==> src/rtl/gru_seq_driver.sv <==
// Sequence controller around an external single-step GRU cell: feeds x_t and h_{t-1},
// waits out the cell latency, then emits h_t and recirculates it for the next step.
module gru_seq_driver #(
    parameter int INT_WIDTH  = 4,
    parameter int FRAC_WIDTH = 10,
    parameter int WIDTH      = INT_WIDTH + FRAC_WIDTH + 1,
    parameter int CELL_LAT   = 1,
    parameter int LEN_W      = 16
) (
    input  logic                 clk,
    input  logic                 reset_n,
    input  logic                 start,
    input  logic [LEN_W-1:0]     seq_len,
    input  logic                 h_init_en,
    input  logic [4*WIDTH-1:0]   h_init,
    input  logic                 in_valid,
    output logic                 in_ready,
    input  logic [4*WIDTH-1:0]   in_x,
    output logic [4*WIDTH-1:0]   cell_x,
    output logic [4*WIDTH-1:0]   cell_h,
    input  logic [4*WIDTH-1:0]   cell_y,
    output logic                 out_valid,
    input  logic                 out_ready,
    output logic [4*WIDTH-1:0]   out_h,
    output logic                 out_last,
    output logic                 busy,
    output logic                 done
);
    localparam int VW   = 4 * WIDTH;
    localparam int WC_W = $clog2(CELL_LAT + 1);

    typedef enum logic [1:0] {IDLE, ACCEPT, WAIT, EMIT} state_t;

    state_t            state_reg, state_next;
    logic [LEN_W-1:0]  len_reg, len_next;
    logic [LEN_W-1:0]  step_reg, step_next;
    logic [WC_W-1:0]   wcnt_reg, wcnt_next;
    logic [VW-1:0]     h_reg, h_next;
    logic [VW-1:0]     cell_x_reg, cell_x_next;
    logic [VW-1:0]     cell_h_reg, cell_h_next;
    logic [VW-1:0]     out_h_reg, out_h_next;
    logic              busy_reg, busy_next;
    logic              done_reg, done_next;
    logic              last_step;

    // len_reg is never 0 while a sequence runs, so len-1 cannot underflow.
    assign last_step = (step_reg == (len_reg - LEN_W'(1)));

    always_ff @(posedge clk or negedge reset_n) begin
        if (!reset_n) begin
            state_reg  <= IDLE;
            len_reg    <= '0;
            step_reg   <= '0;
            wcnt_reg   <= '0;
            h_reg      <= '0;
            cell_x_reg <= '0;
            cell_h_reg <= '0;
            out_h_reg  <= '0;
            busy_reg   <= 1'b0;
            done_reg   <= 1'b0;
        end else begin
            state_reg  <= state_next;
            len_reg    <= len_next;
            step_reg   <= step_next;
            wcnt_reg   <= wcnt_next;
            h_reg      <= h_next;
            cell_x_reg <= cell_x_next;
            cell_h_reg <= cell_h_next;
            out_h_reg  <= out_h_next;
            busy_reg   <= busy_next;
            done_reg   <= done_next;
        end
    end

    always_comb begin
        state_next  = state_reg;
        len_next    = len_reg;
        step_next   = step_reg;
        wcnt_next   = wcnt_reg;
        h_next      = h_reg;
        cell_x_next = cell_x_reg;
        cell_h_next = cell_h_reg;
        out_h_next  = out_h_reg;
        busy_next   = busy_reg;
        done_next   = 1'b0;
        case (state_reg)
            IDLE: begin
                if (start) begin
                    if (seq_len == '0) begin
                        done_next = 1'b1;
                    end else begin
                        len_next    = seq_len;
                        h_next      = h_init_en ? h_init : '0;
                        cell_h_next = h_init_en ? h_init : '0;
                        step_next   = '0;
                        busy_next   = 1'b1;
                        state_next  = ACCEPT;
                    end
                end
            end
            ACCEPT: begin
                if (in_valid) begin
                    cell_x_next = in_x;
                    wcnt_next   = WC_W'(CELL_LAT);
                    state_next  = WAIT;
                end
            end
            WAIT: begin
                // Capture lands CELL_LAT+1 edges after the accept edge.
                if (wcnt_reg != '0) begin
                    wcnt_next = wcnt_reg - WC_W'(1);
                end else begin
                    h_next     = cell_y;
                    out_h_next = cell_y;
                    state_next = EMIT;
                end
            end
            EMIT: begin
                if (out_ready) begin
                    cell_h_next = h_reg;
                    if (last_step) begin
                        busy_next  = 1'b0;
                        done_next  = 1'b1;
                        state_next = IDLE;
                    end else begin
                        step_next  = step_reg + LEN_W'(1);
                        state_next = ACCEPT;
                    end
                end
            end
            default: state_next = IDLE;
        endcase
    end

    assign in_ready  = (state_reg == ACCEPT);
    assign out_valid = (state_reg == EMIT);
    assign out_last  = (state_reg == EMIT) && last_step;
    assign cell_x    = cell_x_reg;
    assign cell_h    = cell_h_reg;
    assign out_h     = out_h_reg;
    assign busy      = busy_reg;
    assign done      = done_reg;
endmodule

==> config.mk <==
export PLATFORM = sky130hd
export DESIGN_NAME = gru_seq_driver
export DESIGN_NICKNAME = d
export VERILOG_FILES = /design/src/rtl/gru_seq_driver.sv
export SDC_FILE = /design/constraint.sdc
export NUM_CORES = 1
export LEC_CHECK = 0
export CAP_MARGIN = 0
export CORE_UTILIZATION = 49
export CTS_BUF_LIST = sky130_fd_sc_hd__clkbuf_4
export DETAILED_ROUTE_END_ITERATION = 8
export PLACE_DENSITY = 0.83
export SYNTH_ARGS = -nofsm -noshare
export SYNTH_HDL_FRONTEND = slang
export SYNTH_SLANG_ARGS = --single-unit
==> constraint.sdc <==
create_clock -name clk -period 3.27 [get_ports clk]
set_input_delay 0.327 -clock clk [delete_from_list [all_inputs] [get_ports clk]]
set_output_delay 0.327 -clock clk [all_outputs]
set_load 0.01 [all_outputs]
==> run_results.csv <==
group,metric,value,unit
status,status,"finished clean",
floorplan,die_area,0.0265,mm^2
grt,grtUsageTotal,0.285,
power_and_ir_drop,p_per_area,1020,mW/mm^2
critical_path,startpoint_type,"flip-flop",
cells_and_area,post-route-util,0.713,
timing,slew_headroom,0.366,
logic_synthesis,netlist_area,0.0127,mm^2
placement,dp.final_hpwl,25900,um
run,cap_violations,0,
routing,drt-total-wl,37500,um
grt,grt_pass1_vias,11300,
grt,grt_max_degree,137,
routing,drcViolationCount,0,
cells_and_area,drive_gt1_frac,0.186,
timing,fmax,317,MHz
critical_path,ff2ff_setup_slack,0.43,ns
power_and_ir_drop,power,18.5,mW
logic_synthesis,seq_area_frac_synth,0.547,
critical_path,critical_path_class,"reg2out",
floorplan,core,0.0253,mm^2
placement,place_congestion,0.866,
power_and_ir_drop,cellLeakagePower,7.74,nW
routing,drtPass1Iterations,5,
clock_network,cts_sinks,277,
logic_synthesis,synth.distinct_cells,61,
critical_path,worstPathCellList,"or4_4, or4_4, a221oi_2, a21oi_1, nand4_2, nor2_1, buf_2",
critical_path,cpMostUsedCell,"or4_4",
timing,slew_viol_final,0,
logic_synthesis,ys_warn_count,0,
cells_and_area,multi_input_area,0.00544,mm^2
logic_synthesis,synth_enable_flop_cells,0,
critical_path,endpoint_kind,"output pin",
routing,wl_met3,3410,um
critical_path,critical_path.max_fanout,7,
logic_synthesis,synth_cells,1278,
logic_synthesis,ys_seq_elements,277,
placement,dp.cells,1925,
clock_network,cts_tree,"built",
timing,rsz0062_at_grt,"true",
routing,wl_met2,18600,um
grt,antenna_found_initial,1,
timing,finalHoldViolations,0,
logic_synthesis,syn-num-nets,1487,
placement,port_buffers,386,
cells_and_area,final_cell_area,0.0180,mm^2
cells_and_area,instances_no_fill,2071,
critical_path,crit_required,2.94,ns
critical_path,critical_path_buf_inv_count,1,
timing,tns,0,ns
clock_network,clock_path_buffers,3,
routing,vias,11200,
critical_path,slowest_delay,0.61,ns
worst_hold_path,hold_path_class,"in2async",
floorplan,start_util,0.502,
floorplan,die_h,163,um
timing,skew,0.0408,ns
timing,finalSetupViolations,0,
cells_and_area,n_fill_cell,1866,
routing,drtIter0Drc,783,
clock_network,clock_latency,0.67,ns
floorplan,fp-row-count,58,
logic_synthesis,avgSynthCellArea,9.92,um^2
clock_network,cts_buffers,76,
cells_and_area,seq_area,0.00693,mm^2
timing,period_share,0.963,
grt,grt_overflow,0,
clock_network,cts_htree_levels,3,
routing,wl_per_cell,18.1,um
critical_path,slowest_stage,"or4_4",
critical_path,r2r_start,"len_reg[6]$_DFFE_PN0P_",
placement,dpl-instance-area,0.0169,mm^2
clock_network,cts_root_buf,"clkbuf_4",
critical_path,worst_ep_arrival_time,2.82,ns
cells_and_area,synthToLayoutAreaGrowth,42.1,%
power_and_ir_drop,vdd_drop_max,0.000723,V
floorplan,io_pins,387,
grt,grt_pass1_wl,59500,um
routing,vias_per_cell,5.42,
routing,top_layer,"met4",
routing,antenna_left,0,
placement,dpl_worst_slack,0.304,ns
timing,fin_hold_ws,0.221,ns
timing,layout_setup_ws,0.120,ns
clock_network,clkSlewWorstSetupHoldPaths,0.07,ns
floorplan,die-width,163,um
critical_path,crit_family,"simple AND/OR/NAND/NOR gates",
cells_and_area,nets,1892,
logic_synthesis,async_reset_ff_frac,1.00,
routing,wl_met1,14300,um
logic_synthesis,synth_flop_cell,"dfrtp_1",
timing,tightest_slew,0.949,ns
critical_path,crit_start,"len_reg[6]$_DFFE_PN0P_",
timing,fin_crit,3.15,ns
## power by group
group | switching [mW] | internal, mW
clock network | 1.44 | 1.66
registers | 1.01 | 5.19
logic | 4.59 | 4.57
## metal layers
metal | global-route usage | vias to the layer above
li1 | - | 5270
met2 | 0.482 | 494
met5 | 0 | -
met4 | 0.120 | 0
met1 | 0.335 | 5375
met3 | 0.0881 | 88
## final timing paths
check,to,cells after the start
max in group asynchronous,len_reg[10]$_DFFE_PN0P_,3
min,len_reg[0]$_DFFE_PN0P_,2
min reg2reg,out_h[5]$_DFFE_PN0P_,1
max reg2reg,step_reg[11]$_DFFE_PN0P_,8
max,out_last,7
min in group clk,cell_x[10]$_DFFE_PN0P_,2
## layout make-up
type | count | share of cell area
antenna | 3 | 0.000417
clock buffer | 113 | 0.0471
clock inverter | 20 | 0.00590
inverter | 10 | 0.00208
multi-input combinational | 895 | 0.302
sequential | 277 | 0.385
tap | 330 | 0.0229
timing repair buffer | 423 | 0.235
## Yosys cell counts (all sizes together) (3+ instances only)
library cell  number  area share
nor3              19      0.0075
o21ai             15      0.0059
nor4              10      0.0073
nand2             89       0.026
nor2             253       0.075
nor2b              4      0.0020
clkbuf            78       0.023
mux2             133        0.12
xor2               4      0.0028
buf               18      0.0077
a41oi              3      0.0021
a221o              5      0.0039
nand4              4      0.0025
mux2i              3      0.0024
and3              17      0.0084
dfrtp            277        0.55
nand3              5      0.0020
and2               4      0.0022
a21oi            257        0.10
xnor2             13      0.0090
a31oi              8      0.0039
ha                 7      0.0069
or4                4      0.0030
a211o              5      0.0035
inv                9      0.0027
## cells by family (layout without fill, tap and decap cells)
group,Yosys count,count (layout),synth area share
and+or+nand+nor,422,422,0.144
xor gates and xnor gates,17,17,0.0117
other,0,3,0
DFF,277,277,0.547
adders and majority gates,7,7,0.00691
buffers and inverters,106,566,0.0338
AOI/OAI and AO/OA,313,313,0.137
muxes,136,136,0.121
## timing repair
action | CTS | global route
buffers inserted | 4 | 6
setup endpoints to repair | 1 | 1
resized for setup | 9 | 16
hold endpoints to repair | 71 | 0
pin swaps | 5 | 14
hold buffers | 1 | 0
## worst register-to-register path, stage by stage, from the launching register on
cell	delay, ns
dfrtp_2	0.42
or4_4	0.61
or4_4	0.52
a221oi_2	0.22
a21oi_1	0.08
nand4_2	0.11
buf_4	0.31
a41oi_1	0.17
a221o_1	0.28
## layout by cell type, fill, tap and decap left out, types with 6 or more instances in the layout
master and count:
a31oi_1 8, a21oi_1 254, buf_4 27, nand2_1 88, clkinv_1 15, clkbuf_4 113, mux2_2 133, buf_12 7
and3_1 17, o21ai_0 10, dfrtp_1 275, clkdlybuf4s50_1 383, inv_1 7, nor3_1 18, xnor2_1 13, nor2_1 252
nor4_1 6
Note: power is estimated with default switching activity, not from simulation.
